## config.mk

```make
export PLATFORM = sky130hd
export DESIGN_NAME = mcs4_bus_master
export DESIGN_NICKNAME = d
export VERILOG_FILES = /design/src/rtl/mcs4_pkg.sv /design/src/rtl/mcs4_subcycle_timer.sv /design/src/rtl/mcs4_bus_master.sv
export SDC_FILE = /design/constraint.sdc
export NUM_CORES = 1
export LEC_CHECK = 0
export ABC_AREA = 1
export CORE_ASPECT_RATIO = 1.4
export CORE_MARGIN = 2
export CORE_UTILIZATION = 52
export CTS_CLUSTER_SIZE = 16
export DETAILED_ROUTE_END_ITERATION = 10
export PLACE_DENSITY_LB_ADDON = 0.25
export SKIP_CTS_REPAIR_TIMING = 1
export SLEW_MARGIN = 20
export SYNTH_ARGS = -nofsm -noshare
export SYNTH_HDL_FRONTEND = slang
export SYNTH_SLANG_ARGS = --single-unit
```

## constraint.sdc

```tcl
create_clock -name sysclk -period 2.7 [get_ports sysclk]
set_input_delay 0.405 -clock sysclk [delete_from_list [all_inputs] [get_ports sysclk]]
set_output_delay 0.405 -clock sysclk [all_outputs]
set_load 0.01 [all_outputs]
```

## src/rtl/mcs4_pkg.sv

```systemverilog
// mcs4_pkg
// Shared constants for the MCS-4 style bus master: subcycle (phase)
// encodings, FSM state encoding, divider default and bus widths.
// No ports; imported by mcs4_subcycle_timer and mcs4_bus_master.
package mcs4_pkg;

  localparam int ADDR_W = 12;
  localparam int NIB_W  = 4;
  localparam int PHASE_DIV_DEFAULT = 8;

  localparam logic [2:0] PH_A1 = 3'd0;
  localparam logic [2:0] PH_A2 = 3'd1;
  localparam logic [2:0] PH_A3 = 3'd2;
  localparam logic [2:0] PH_M1 = 3'd3;
  localparam logic [2:0] PH_M2 = 3'd4;
  localparam logic [2:0] PH_X1 = 3'd5;
  localparam logic [2:0] PH_X2 = 3'd6;
  localparam logic [2:0] PH_X3 = 3'd7;

  typedef enum logic {
    ST_RUN  = 1'b0,
    ST_WAIT = 1'b1
  } state_t;

endpackage

```

## src/rtl/mcs4_subcycle_timer.sv

```systemverilog
// mcs4_subcycle_timer
// Divides sysclk into bus subcycles of PHASE_DIV cycles and steps the
// 3-bit phase counter A1..X3.
// Ports:
//   sysclk   - clock (rising edge)
//   poc_n    - synchronous active-low reset (phase=A1, div=0)
//   start    - restart at A1 with div=0 (reset tail, WAIT exit)
//   run      - advance the divider this cycle
//   park     - at the X3 wrap, stay on X3 instead of returning to A1
//   phase    - current subcycle
//   div_last - divider is on the last cycle of the subcycle
module mcs4_subcycle_timer
  import mcs4_pkg::*;
#(
  parameter int PHASE_DIV = PHASE_DIV_DEFAULT
) (
  input  logic       sysclk,
  input  logic       poc_n,
  input  logic       start,
  input  logic       run,
  input  logic       park,
  output logic [2:0] phase,
  output logic       div_last
);

  localparam logic [7:0] DIV_LAST = 8'(PHASE_DIV - 1);

  logic [7:0] div;

  assign div_last = (div == DIV_LAST);

  // Phase only moves on the divider wrap; the 3-bit counter rolls X3->A1
  // naturally unless parked for WAIT.
  always_ff @(posedge sysclk) begin
    if (!poc_n || start) begin
      div   <= 8'd0;
      phase <= PH_A1;
    end else if (run) begin
      if (div_last) begin
        div <= 8'd0;
        if (!park)
          phase <= phase + 3'd1;
      end else begin
        div <= div + 8'd1;
      end
    end
  end

endmodule

```

## src/rtl/mcs4_bus_master.sv

```systemverilog
// mcs4_bus_master
// Instruction-fetch bus master for a 4-bit multiplexed nibble bus.
// Drives the 12-bit address in A1..A3, reads opcode nibbles in M1/M2,
// optionally drives execute data in X2/X3, and can stall in WAIT.
// Ports:
//   sysclk, poc_n            - clock and synchronous active-low clear
//   data_i                   - nibble read from the responder
//   data_o, data_oe          - nibble driven and its drive enable
//   sync_n, cmrom_n          - instruction-cycle marker, ROM select
//   phase, pc                - current subcycle and fetch address
//   jmp_valid/addr, jmp_ack  - pc load request and its acknowledge
//   hold                     - stall before the next instruction cycle
//   x_drive, x2_data, x3_data- optional execute-phase data
//   instr_*                  - fetched-instruction strobe and contents
module mcs4_bus_master
  import mcs4_pkg::*;
#(
  parameter int          PHASE_DIV = PHASE_DIV_DEFAULT,
  parameter logic [11:0] PC_RESET  = 12'h000
) (
  input  logic              sysclk,
  input  logic              poc_n,
  input  logic [NIB_W-1:0]  data_i,
  output logic [NIB_W-1:0]  data_o,
  output logic              data_oe,
  output logic              sync_n,
  output logic              cmrom_n,
  output logic [2:0]        phase,
  output logic [ADDR_W-1:0] pc,
  input  logic              jmp_valid,
  input  logic [ADDR_W-1:0] jmp_addr,
  output logic              jmp_ack,
  input  logic              hold,
  input  logic              x_drive,
  input  logic [NIB_W-1:0]  x2_data,
  input  logic [NIB_W-1:0]  x3_data,
  output logic              instr_valid,
  output logic [ADDR_W-1:0] instr_addr,
  output logic [NIB_W-1:0]  instr_opr,
  output logic [NIB_W-1:0]  instr_opa
);

  state_t           state_q, state_d;
  logic             rst_q;
  logic             div_last;
  logic             tick_last, x3_end, wait_exit, a1_entry;
  logic [NIB_W-1:0] opr_q;
  logic             xdrv_q;

  // rst_q keeps the bus quiet and the timer parked at A1 for one cycle
  // after poc_n rises, so the first visible A1 is a full subcycle.
  always_ff @(posedge sysclk) begin
    if (!poc_n)
      rst_q <= 1'b1;
    else
      rst_q <= 1'b0;
  end

  assign tick_last = !rst_q && (state_q == ST_RUN) && div_last;
  assign x3_end    = tick_last && (phase == PH_X3);
  assign wait_exit = !rst_q && (state_q == ST_WAIT) && !hold;
  assign a1_entry  = (x3_end && !hold) || wait_exit;

  mcs4_subcycle_timer #(
    .PHASE_DIV(PHASE_DIV)
  ) u_timer (
    .sysclk  (sysclk),
    .poc_n   (poc_n),
    .start   (rst_q || wait_exit),
    .run     (!rst_q && (state_q == ST_RUN)),
    .park    ((phase == PH_X3) && hold),
    .phase   (phase),
    .div_last(div_last)
  );

  always_ff @(posedge sysclk) begin
    if (!poc_n)
      state_q <= ST_RUN;
    else
      state_q <= state_d;
  end

  always_comb begin
    state_d = state_q;
    if (x3_end && hold)
      state_d = ST_WAIT;
    else if (wait_exit)
      state_d = ST_RUN;
  end

  // Nibble capture, instruction strobe, pc update. A jump at A1 entry
  // overrides the increment from the preceding M2.
  always_ff @(posedge sysclk) begin
    if (!poc_n) begin
      pc          <= PC_RESET;
      opr_q       <= '0;
      xdrv_q      <= 1'b0;
      instr_valid <= 1'b0;
      instr_addr  <= '0;
      instr_opr   <= '0;
      instr_opa   <= '0;
      jmp_ack     <= 1'b0;
    end else begin
      instr_valid <= 1'b0;
      jmp_ack     <= 1'b0;
      if (tick_last) begin
        case (phase)
          PH_M1: opr_q <= data_i;
          PH_M2: begin
            instr_valid <= 1'b1;
            instr_addr  <= pc;
            instr_opr   <= opr_q;
            instr_opa   <= data_i;
            pc          <= pc + 12'd1;
          end
          PH_X1: xdrv_q <= x_drive;
          default: ;
        endcase
      end
      if (a1_entry && jmp_valid) begin
        pc      <= jmp_addr;
        jmp_ack <= 1'b1;
      end
    end
  end

  // Bus outputs decode directly from phase; reset tail and WAIT idle the bus.
  always_comb begin
    data_oe = 1'b0;
    data_o  = '0;
    sync_n  = 1'b1;
    cmrom_n = 1'b1;
    if (!rst_q && (state_q == ST_RUN)) begin
      case (phase)
        PH_A1: begin data_oe = 1'b1; data_o = pc[3:0];  end
        PH_A2: begin data_oe = 1'b1; data_o = pc[7:4];  end
        PH_A3: begin data_oe = 1'b1; data_o = pc[11:8]; cmrom_n = 1'b0; end
        PH_X2: begin
          data_oe = xdrv_q;
          if (xdrv_q) data_o = x2_data;
        end
        PH_X3: begin
          sync_n  = 1'b0;
          data_oe = xdrv_q;
          if (xdrv_q) data_o = x3_data;
        end
        default: ;
      endcase
    end
  end

endmodule

```

; Word level (Yosys, flattened, before mapping)
; Cells that the tools add are included.
[op_classes]
reduce_logical = 27
n_eq_ne = 8
mux = 19
n_bitwise = 2
add_sub_neg = 3
[op_table]
columns = operator, count
row1 = 2-to-1 mux 12 bit, 3
row2 = case mux 4 bit (5 select lines), 1
row3 = "adder 12 x 1 -> 12 bit, second input constant", 1
row4 = "== test 3 bit, second input constant", 4
row5 = 2-to-1 mux 4 bit, 3
row6 = 2-to-1 mux 1 bit, 10
row7 = AND reduction 2 bit, 5
row8 = logical AND 1 bit, 9
row9 = "adder 8 x 1 -> 8 bit, second input constant", 1
row10 = "== test 8 x 3 -> 1 bit, second input constant", 1
row11 = 2-to-1 mux 8 bit, 1
row12 = "== test 3 x 2 -> 1 bit, second input constant", 2
row13 = nonzero test 2 bit, 3
row14 = "adder 3 x 1 -> 3 bit, second input constant", 1
row15 = "== test 3 x 1 -> 1 bit, second input constant", 1
row16 = zero test 1 bit, 3
row17 = zero test 3 bit, 1
row18 = logical OR 1 bit, 3
row19 = AND reduction 3 bit, 1
row20 = OR reduction 3 bit, 1
row21 = NOT 1 bit, 2
row22 = case mux 1 bit (2 select lines), 1
row23 = OR reduction 2 bit, 1
[word_totals]
input_bits = 29
reg_bits = 52
output_inout_bits = 44
elab_cells = 71

; Depth between registers and ports, before layout
; Gate-level depths: netlist of run 1.
[depth]
ltp_word = 9
depth_mapped = 13
ltp_nobuf = 12

; By module
; From an unflattened synthesis of run 1, not the netlist that was laid out.
[hier_totals]
cells_unflattened = 409
area_unflattened_um2 = 2817.7
[modules_own_cells]
columns = mod, cells_per_inst, area_each_um2, instances
row1 = mcs4_bus_master, 323, 2230.9, 1
row2 = mcs4_subcycle_timer, 86, 586.8, 1

; Least setup slack after synthesis of run 1
; No wires, ideal clock.
[synth_path]
kind = register -> register
startpoint = register u_timer.phase[0]
endpoint = register pc[5]
path_slack_ns = 0.912
t_required_ns = 2.573
stages_incl_launch_ff = 14
setup_time_ns = 0.127
arrival_time_ns = 1.661
path_buffers = 1
path_cell_list = dfxtp_1 ha_1 ha_1 buf_2 nand2_2 nor2_1 nand2_1 nand2_2 nand2_4 clkinv_1 nand2_1 nand2_1 nor2_1 nor2_1
[synth_between]
elab_chain_len = 7
word_cells_on_any_way = 10
[synth_lines]
columns = item, line_no
row1 = start: declaration, mcs4_subcycle_timer.sv:22  ; output logic [2:0] phase,
row2 = start signal: assignment, mcs4_subcycle_timer.sv:42  ; phase <= phase + 3'd1;
row3 = == test 3 bit, mcs4_bus_master.sv:60  ; assign x3_end = tick_last && (phase == PH_X3);
row4 = logical AND 1 bit, mcs4_bus_master.sv:60
row5 = logical AND 1 bit, mcs4_bus_master.sv:62  ; assign a1_entry = (x3_end && !hold) || wait_exit;
row6 = logical OR 1 bit, mcs4_bus_master.sv:62
row7 = logical AND 1 bit, mcs4_bus_master.sv:120  ; if (a1_entry && jmp_valid) begin
row8 = nonzero test 2 bit (no source line), --
row9 = AND reduction 2 bit (no source line), --
row10 = end signal: assignment, mcs4_bus_master.sv:114  ; pc <= pc + 12'd1;
row11 = end signal: assignment, mcs4_bus_master.sv:121  ; pc <= jmp_addr;
row12 = end: declaration, mcs4_bus_master.sv:29  ; output logic [ADDR_W-1:0] pc,
; Several ways; a longest one is shown, not always the timed one.
; A chain may end at the register's enable or synchronous reset.

; Final worst setup path of run 1
[layout_path]
startpoint = register u_timer.phase[2]
endpoint = output port data_o[0]
[layout_between]
elab_chain_len = 3
word_cells_on_any_way = 7
[layout_lines]
columns = item, line_no
row1 = == test 3 bit (tied with other cells), mcs4_bus_master.sv:134  ; case (phase)
row2 = case mux 4 bit (5 select lines) (*), mcs4_bus_master.sv:134
row3 = 2-to-1 mux 4 bit (*), mcs4_bus_master.sv:133  ; if (!rst_q && (state_q == ST_RUN)) begin
row4 = end: declaration, mcs4_bus_master.sv:24  ; output logic [NIB_W-1:0] data_o,
; Mark *: on every way between the ends. The rest lies on a longest branch, timed or not.

==> results.json, run 1 <==
{
  "status": "complete, no violations",
  "cts.sinks": 52,
  "timing.final.crit_period_ps": 2530,
  "p_per_area_nw_per_um2": 379,
  "relSlewSlack_pct": 72.5,
  "min_to": "instr_addr[0]",
  "ir_drop_mv": 0.389,
  "multi_input_area_sq_um": 1390,
  "area_delta_synth_final_pct": 32.5,
  "syn-num-nets": 430,
  "wl_per_cell_um": 13.1,
  "numCtsBuffers": 5,
  "grt_usage_pct": 26.0,
  "grt-ovfl-total": 0,
  "reg2reg_depth": 12,
  "antenna_left": 0,
  "dp_hpwl_um": 5150,
  "clock_latency_ps": 310,
  "r2r_slack_ps": 600,
  "fin_worst_skew_ps": 4.26,
  "port_buffers": 72,
  "layout_commonest_cell": "nand2_1",
  "crit_path_start_kind": "flip-flop",
  "finalHoldViolCount": 0,
  "r2r-end": "pc[9]",
  "finalSetupViolCount": 0,
  "nets": 500,
  "yosysSeqAreaShare_pct": 39.4,
  "ys_ff_latch": 52,
  "io_pins": 73,
  "totalPowerFinal_mw": 1.33,
  "r2r_start": "u_timer.phase[0]",
  "route.vias.total": 2750,
  "n_fill_cell": 420,
  "slew_viol_final": 0,
  "clk_pin_slew_ps": 100,
  "netlist_instances": 393,
  "wirelength_um": 6930,
  "die_x_um": 64.3,
  "netlist_area_sq_um": 2650,
  "drc": 0,
  "final.setup.tns_ps": 0,
  "cts_tree": "done",
  "antenna_cells": 0,
  "critPathMaxFanout": 10,
  "hold_class": "reg2reg",
  "cts_buffer_depth": 2,
  "cts-htree-levels": 2,
  "grt_pass1_wl_um": 11700,
  "fp.coreArea_sq_um": 4880,
  "yosys.area.top_type": "dfxtp_1",
  "worstMarginPinSlew_ps": 411,
  "drt-pass1-iter-count": 4,
  "cp.arrival_ps": 2120,
  "row_count": 30,
  "max_freq_ghz": 0.396,
  "die_h_um": 88.4,
  "cp.required_ps": 2300,
  "first_global_vias": 2584,
  "root_buffer": "clkbuf_8",
  "end_kind": "primary output",
  "antenna_found_initial": 0,
  "drt_iter0_drc": 141,
  "whs_path_depth": 2,
  "dp_cells": 520,
  "post-route-util_pct": 71.8,
  "worstSetupPathType": "reg2out",
  "regArea_sq_um": 1040,
  "ys_top_cells_by_area": "dfxtp_1 (39%), nand2_1 (14%), nor2_1 (9.4%), nand3_1 (5.7%), a21oi_1 (5.5%)",
  "period_share_pct": 93.6,
  "yosysWarnings": 0,
  "ys_types": 27,
  "start_util_pct": 54.2,
  "syn_area_per_cell_sq_um": 6.73,
  "hold_start": "instr_addr[0]",
  "synth_top_area_share_pct": 39.4,
  "maxCapViolCount": 0,
  "dieArea_sq_um": 5680,
  "final_cell_mix": "nand2_1 (97), clkdlybuf4s50_1 (72), nor2_1 (64)",
  "final_cells": 528,
  "grt_max_degree": 24,
  "drive_gt1_share_pct": 6.03,
  "rsz0062_at_grt": "false",
  "gp_congestion": 0.853,
  "p_leak_nw": 1.38,
  "avgViaCountPerCell": 5.21
}
[state kept, by name, indices dropped and copies added, names as in the netlist, 3 cells and up]
| name | flops |
|---|---|
| instr_addr | 12 |
| pc | 12 |
| u_timer.div | 8 |
| instr_opa | 4 |
| instr_opr | 4 |
| opr_q | 4 |
| u_timer.phase | 3 |
[cell families after synthesis]
| kind of cell | synth area share (%) |
|---|---|
| buffers and inverters | 8.23 |
| flip-flops | 39.4 |
| adder cells (fa/ha/maj) | 3.78 |
| AO/OA/AOI/OAI | 12.9 |
| XOR/XNOR | 1.32 |
| AND/OR/NAND/NOR | 34.4 |
[critical path: stages, from the launching register on]
cell	delay [ps]
dfxtp_1	540
ha_1	380
a31oi_1	140
a41oi_1	180
clkdlybuf4s50_1	560
[cell type report]
class                      instances  area share (%)
multi-input combinational        290            39.7
tap                               64            2.29
clock inverter                     3           0.821
clock buffer                       5            1.96
timing repair buffer              76            21.4
sequential                        52            29.7
inverter                          38            4.07
[worst max path at each step]
stage / start / end / slack (ps) / cells after the start
after floorplan: u_timer.phase[0] / pc[5] / 910 / 13
after global placement: x2_data[0] / data_o[0] / 530 / 6
after detailed placement: x2_data[0] / data_o[0] / 470 / 6
after CTS: u_timer.phase[0] / data_o[2] / 140 / 7
after global routing: u_timer.phase[2] / data_oe / 1 / 4
final: u_timer.phase[2] / data_o[0] / 170 / 4
[stage by stage]
step / setup WS, ps / cell area, sq um / hold slack (ps)
floorplan: 912 / 2650 / 441
global placement: 530 / 3400 / 451
detailed placement: 474 / 3400 / 460
CTS: 135 / 3500 / 478
global route: 1.32 / 3500 / 500
finish: 173 / 3500 / 472
[cells in the mapped netlist]
master	instances
nand2_1	97
nor2_1	66
dfxtp_1	52
inv_1	35
nand3_1	30
a21oi_1	29
o21ai_0	25
ha_1	8
clkbuf_1	6
nand4_1	5
a31oi_1	4
nand2_2	4
nor3_1	4
xor2_1	4
a41oi_1	3
nor2_2	3
buf_2	2
buf_4	2
buf_6	2
inv_2	2
nor2_4	2
nor3_2	2
o21ai_1	2
clkbuf_2	1
clkinv_1	1
nand2_4	1
o221ai_1	1
[report_power, final]
group	internal (mW)	switching [mW]	leakage, nW
Clock	0.196	0.287	0.0511
Sequential	0.769	0.00211	0.419
Combinational	0.0444	0.0304	0.914
Total	1.01	0.320	1.38
[metal layers]
metal / GRT usage [%] / share of wire (%) / up-vias
met3: 5.09 / 7.5 / 12
li1: - / - / 1396
met4: 7.74 / 1.6 / 0
met2: 46.8 / 50 / 102
met5: 0 / 0 / -
met1: 31.4 / 40 / 1240
(Power assumes the default switching activity.)
==> run 2: changes to the inputs <==
--- a/config.mk
+++ b/config.mk
@@ -6,9 +6,11 @@
 export NUM_CORES = 1
 export LEC_CHECK = 0
 export ABC_AREA = 1
+export CELL_PAD_IN_SITES_DETAIL_PLACEMENT = 1
+export CELL_PAD_IN_SITES_GLOBAL_PLACEMENT = 2
 export CORE_ASPECT_RATIO = 1.4
 export CORE_MARGIN = 2
-export CORE_UTILIZATION = 52
+export CORE_UTILIZATION = 27
 export CTS_CLUSTER_SIZE = 16
 export DETAILED_ROUTE_END_ITERATION = 10
 export PLACE_DENSITY_LB_ADDON = 0.25
==> run 2 against run 1 <==
Compared with the run above: setup slack gained 2.0 ps; non-clock buffer count grew 3; global-route usage shrank 8.1 points; clock power grew 41%; clock skew grew 2.6 ps; sequential share of layout area shrank 1.4 points; combinational power grew 4.9%; maximum frequency is essentially flat; final area grew 4.9%; cell count grew 13%; critical endpoint unchanged; sequential power is essentially flat.
==> results.json, run 2 (synthesized netlist as in run 1, its figures left out) <==
{
  "whs_path_depth": 2,
  "internal_power_mw": 1.17,
  "final_cells": 599,
  "critPathMaxFanout": 4,
  "fin_worst_skew_ps": 6.91,
  "clk_pin_slew_ps": 80,
  "die_x_um": 87.7,
  "rsz0062_at_grt": "false",
  "antenna_found_initial": 0,
  "numCtsBuffers": 5,
  "hold_start": "opr_q[3]",
  "finish.instance_area_sq_um": 3670,
  "first_global_vias": 3013,
  "min_to": "opr_q[3]",
  "worstSetupPathType": "reg2out",
  "avgViaCountPerCell": 4.65,
  "antenna_cells": 0,
  "layout_commonest_cell": "nand2_1",
  "antenna_left": 0,
  "p_per_area_nw_per_um2": 417,
  "crit_path_start_kind": "flip-flop",
  "drt-pass1-iter-count": 4,
  "drive_gt1_share_pct": 7.28,
  "cp.required_ps": 2300,
  "ir_drop_mv": 0.203,
  "clock_latency_ps": 300,
  "switchingPower_mw": 0.365,
  "final.setup.tns_ps": 0,
  "cp.arrival_ps": 2120,
  "p_clk_share_pct": 44.6,
  "status": "complete, no violations",
  "grt_pass1_wl_um": 14900,
  "die_h_um": 121,
  "top_regs": "instr_addr x12, pc x12, u_timer.div x8",
  "r2r_slack_ps": 640,
  "crit_top_cell": "inv_1",
  "cts_buffer_depth": 2,
  "relSlewSlack_pct": 69.0,
  "crit_chain": "inv_1 -> ha_1 -> inv_1 -> nor2_2 -> nand2_1 -> a41oi_1 -> clkdlybuf4s50_1",
  "r2r-end": "pc[8]",
  "grt_usage_pct": 17.9,
  "fp.coreArea_sq_um": 9510,
  "grt-ovfl-total": 0,
  "worstMarginPinSlew_ps": 463,
  "cts-htree-levels": 2,
  "route.vias.total": 2785,
  "port_buffers": 72,
  "cts.sinks": 52,
  "end_kind": "primary output",
  "drt_iter0_drc": 108,
  "wirelength_um": 9030,
  "drc": 0,
  "nets": 503,
  "maxCapViolCount": 0,
  "dp_hpwl_um": 6950,
  "grt_max_degree": 24,
  "swShare_pct": 23.9,
  "crit_slowest_cell": "clkdlybuf4s50_1",
  "r2r_start": "u_timer.phase[1]",
  "max_freq_ghz": 0.396,
  "placed_area_sq_um": 3510,
  "hold_ws_ps": 470,
  "dieArea_sq_um": 10600,
  "final_cell_mix": "nand2_1 (97), clkdlybuf4s50_1 (71), nor2_1 (63)",
  "seq_power_share_pct": 50.3,
  "p_leak_nw": 1.44,
  "wl_per_cell_um": 15.1,
  "reg2reg_depth": 11,
  "totalPowerFinal_mw": 1.53,
  "gp_congestion": 0.802,
  "root_buffer": "clkbuf_16",
  "hold_class": "reg2reg",
  "start_util_pct": 27.8,
  "io_pins": 73,
  "cts_tree": "done",
  "slew_viol_final": 0,
  "crit_path_max_incr_delay_ps": 560,
  "finalHoldViolCount": 0,
  "finalSetupViolCount": 0,
  "row_count": 42,
  "dp_cells": 591,
  "timing.final.crit_period_ps": 2530,
  "period_share_pct": 93.5,
  "comb_power_share_pct": 5.1,
  "area_delta_synth_final_pct": 38.9
}
## run 2: power groups by stage
stage / Clock, mW / Sequential [mW] / Combinational, mW
final: 0.682 / 0.770 / 0.0785
after global routing: 0.725 / 0.771 / 0.0846
after CTS: 0.701 / 0.770 / 0.0796
after detailed placement: 0 / 0.788 / 0.0788
after global placement: 0 / 0.788 / 0.0785
after floorplan: 0 / 0.788 / 0.0205
## run 2: worst max-delay path by stage
stage	from	endpoint	slack, ps	cells past startpoint
finish	u_timer.phase[0]	data_o[0]	170	7
floorplan	u_timer.phase[0]	pc[5]	910	13
CTS	u_timer.phase[0]	data_o[2]	50	7
detailed placement	u_timer.phase[0]	data_o[0]	390	7
global route	u_timer.phase[0]	data_o[2]	50	7
global placement	u_timer.phase[0]	data_o[0]	400	7
## run 2: metrics by stage
step,util [%],setup slack (ps)
finish,38.6,175
global route,38.6,49.8
CTS,38.5,52.1
detailed placement,36.9,385
global placement,36.9,403
floorplan,-,912
## run 2: per-layer routing
metal / part of all wire, % / track usage [%]
met5: 0 / 0
met4: 1.7 / 5.48
met3: 3.6 / 2.79
met2: 50 / 31.7
met1: 44 / 21.8
## run 2: critical path, delay by kind of cell, from the launching register on
family | cells | cell delay, ps
AO/OA/AOI/OAI | 1 | 220
adder cells (fa/ha/maj) | 1 | 210
buffers and inverters | 3 | 760
flip-flops | 1 | 340
AND/OR/NAND/NOR | 2 | 280
## run 2: cell type report
type / instances / area (sq um)
clock buffer: 5 / 125
clock inverter: 3 / 27.5
tap: 132 / 165
fill: 1199 / 5840
inverter: 38 / 143
sequential: 52 / 1040
multi-input combinational: 290 / 1400
timing repair buffer: 79 / 776
==> run 3: changes to the inputs <==
--- a/config.mk
+++ b/config.mk
@@ -10,7 +10,7 @@
 export CELL_PAD_IN_SITES_GLOBAL_PLACEMENT = 2
 export CORE_ASPECT_RATIO = 1.4
 export CORE_MARGIN = 2
-export CORE_UTILIZATION = 27
+export CORE_UTILIZATION = 28
 export CTS_CLUSTER_SIZE = 16
 export DETAILED_ROUTE_END_ITERATION = 10
 export PLACE_DENSITY_LB_ADDON = 0.25
@@ -18,4 +18,5 @@
 export SLEW_MARGIN = 20
 export SYNTH_ARGS = -nofsm -noshare
 export SYNTH_HDL_FRONTEND = slang
+export SYNTH_HIERARCHICAL = 1
 export SYNTH_SLANG_ARGS = --single-unit
==> run 3 against run 2 <==
Compared with the run above: critical path depth unchanged; clock skew up 0.84 ps; final area up 2.7%; sequential share of layout area down 0.74 points; core utilization down 0.31 points; non-clock buffer count down 1; maximum frequency up 0.37%; via count up 3.2%; global-route usage down 0.41 points; clock-buffer cell count unchanged; routed wire length down 1.2%; critical path type unchanged; largest cell class unchanged.
==> results.json, run 3 <==
{
  "relSlewSlack_pct": 67.7,
  "layout_commonest_cell": "nand2_1",
  "timing.final.crit_period_ps": 2520,
  "cp.required_ps": 2300,
  "setup_ws_ps": 184,
  "wl_met2_um": 4680,
  "fin_worst_skew_ps": 7.74,
  "dp_slack_ps": 414,
  "dp_hpwl_um": 6760,
  "gp_congestion": 0.742,
  "finalHoldViolCount": 0,
  "rsz0062_at_grt": "false",
  "wl_met3_um": 287,
  "ys_types": 31,
  "clk_pin_slew_ps": 70,
  "cts_buffer_depth": 2,
  "status": "complete, no violations",
  "critPathMaxFanout": 11,
  "syn_area_per_cell_sq_um": 6.89,
  "synth_flop_cell": "dfxtp_1",
  "die_x_um": 88.8,
  "synth-edff-count": 0,
  "nets": 508,
  "route.vias.total": 2874,
  "cp.arrival_ps": 2110,
  "ys_top_cells_by_area": "dfxtp_1 (37%), nand2_1 (11%), nor2_1 (8.9%), nand3_1 (6.9%), o21ai_0 (5.2%)",
  "final_cell_mix": "nand2_1 (83), clkdlybuf4s50_1 (72), nor2_1 (67)",
  "totalPowerFinal_mw": 1.51,
  "top_layer": "met4",
  "grt_max_degree": 38,
  "period_share_pct": 93.2,
  "slew_viol_final": 0,
  "ys_ff_latch": 52,
  "top_regs": "instr_addr x12, pc x12, u_timer/div x8",
  "dieArea_sq_um": 10900,
  "port_buffers": 72,
  "finalSetupViolCount": 0,
  "cts-htree-levels": 2,
  "finish.instance_area_sq_um": 3770,
  "end_kind": "primary output",
  "final.setup.tns_ps": 0,
  "hold_class": "reg2reg",
  "cts_tree": "done",
  "post-route-util_pct": 38.3,
  "start_util_pct": 28.6,
  "crit_path_start_kind": "flip-flop",
  "root_buffer": "clkbuf_16",
  "maxCapViolCount": 0,
  "drt_iter0_drc": 117,
  "yosys.area.top_type": "dfxtp_1",
  "antenna_left": 0,
  "worstMarginPinSlew_ps": 485,
  "ir_drop_mv": 0.249,
  "max_freq_ghz": 0.397,
  "wl_per_cell_um": 14.6,
  "clock_latency_ps": 300,
  "fp.coreArea_sq_um": 9850,
  "grt_usage_pct": 17.5,
  "p_leak_nw": 1.52,
  "numCtsBuffers": 5,
  "drc": 0,
  "ys_top_cells_by_count": "nand2_1 (83), nor2_1 (67), dfxtp_1 (52)",
  "netlist_instances": 409,
  "yosysWarnings": 6,
  "grt-ovfl-total": 0,
  "synth-async-reset-ratio_pct": 0,
  "antenna_found_initial": 0,
  "wl_met1_um": 3840,
  "drt-pass1-iter-count": 4,
  "row_count": 43,
  "yosysMostFrequentCell": "nand2_1",
  "grt_pass1_wl_um": 14800,
  "synth_top_area_share_pct": 36.9,
  "yosysSeqAreaShare_pct": 36.9,
  "n_fill_cell": 1234,
  "die_h_um": 123,
  "avgViaCountPerCell": 4.70,
  "first_global_vias": 2964,
  "p_per_area_nw_per_um2": 400,
  "placed_area_sq_um": 3620,
  "wirelength_um": 8930,
  "worstSetupPathType": "reg2out",
  "cts.sinks": 52,
  "io_pins": 73,
  "antenna_cells": 0,
  "drive_gt1_share_pct": 8.81,
  "syn-num-nets": 441,
  "area_delta_synth_final_pct": 33.9,
  "netlist_area_sq_um": 2820
}
-- run 3: cell count changes in the layout (fill, tap and decap cells not counted), sizes merged, moves of 4 or more --
cell	previous run	this run
a211oi	0	5
ha	8	3
inv	38	43
nand2	102	89
nand3	30	43
nand3b	0	7
nor3	6	10
-- run 3: final timing paths --
| kind | slack, ps | from | cells after the start | to |
|---|---|---|---|---|
| setup reg to reg | 650 | u_timer/div[1] | 12 | pc[8] |
| setup / recovery | 180 | u_timer/phase[1] | 7 | data_o[0] |
| hold reg to reg | 490 | opr_q[3] | 2 | opr_q[3] |
| hold / removal | 490 | opr_q[3] | 2 | opr_q[3] |
-- run 3: cells by family (layout without fill, tap and decap cells) --
group / after synthesis / in the layout / share of synthesized area, %
AO/OA/AOI/OAI: 63 / 63 / 11.9
flip-flops: 52 / 52 / 36.9
buffers and inverters: 60 / 128 / 10.3
AND/OR/NAND/NOR: 228 / 228 / 38.5
adder cells (fa/ha/maj): 3 / 3 / 1.33
XOR/XNOR: 3 / 3 / 0.933
-- run 3: through the flow --
step	cells	hold WS (ps)
after detailed placement	604	477
after global routing	612	524
after global placement	604	467
after floorplan	409	456
after CTS	612	496
final	612	487
-- run 3: worst max-delay path, cell delays in order (launching register included) --
cell	delay [ps]
dfxtp_1	580
nand2_1	100
nor2_1	250
nand2_1	90
nand2_1	80
a211oi_1	50
nor2_1	120
clkdlybuf4s50_1	540
-- run 3: metal layers --
layer | vias to the layer above | global-route usage, %
li1 | 1457 | -
met2 | 51 | 32.6
met5 | - | 0
met3 | 6 | 2.56
met1 | 1360 | 20.3
met4 | 0 | 4.83
-- run 3: power breakdown --
part / internal (mW) / leakage [nW] / switching, mW
logic: 0.0469 / 1.03 / 0.0374
registers: 0.768 / 0.420 / 0.00235
clock network: 0.346 / 0.0702 / 0.307
total: 1.16 / 1.52 / 0.347
-- run 3: final cells by class --
type	count	area, sq um	area share (%)
tap	135	169	4.48
multi-input combinational	297	1490	39.5
clock inverter	3	21.3	0.564
timing repair buffer	78	766	20.3
sequential	52	1040	27.6
clock buffer	5	125	3.32
inverter	42	160	4.24
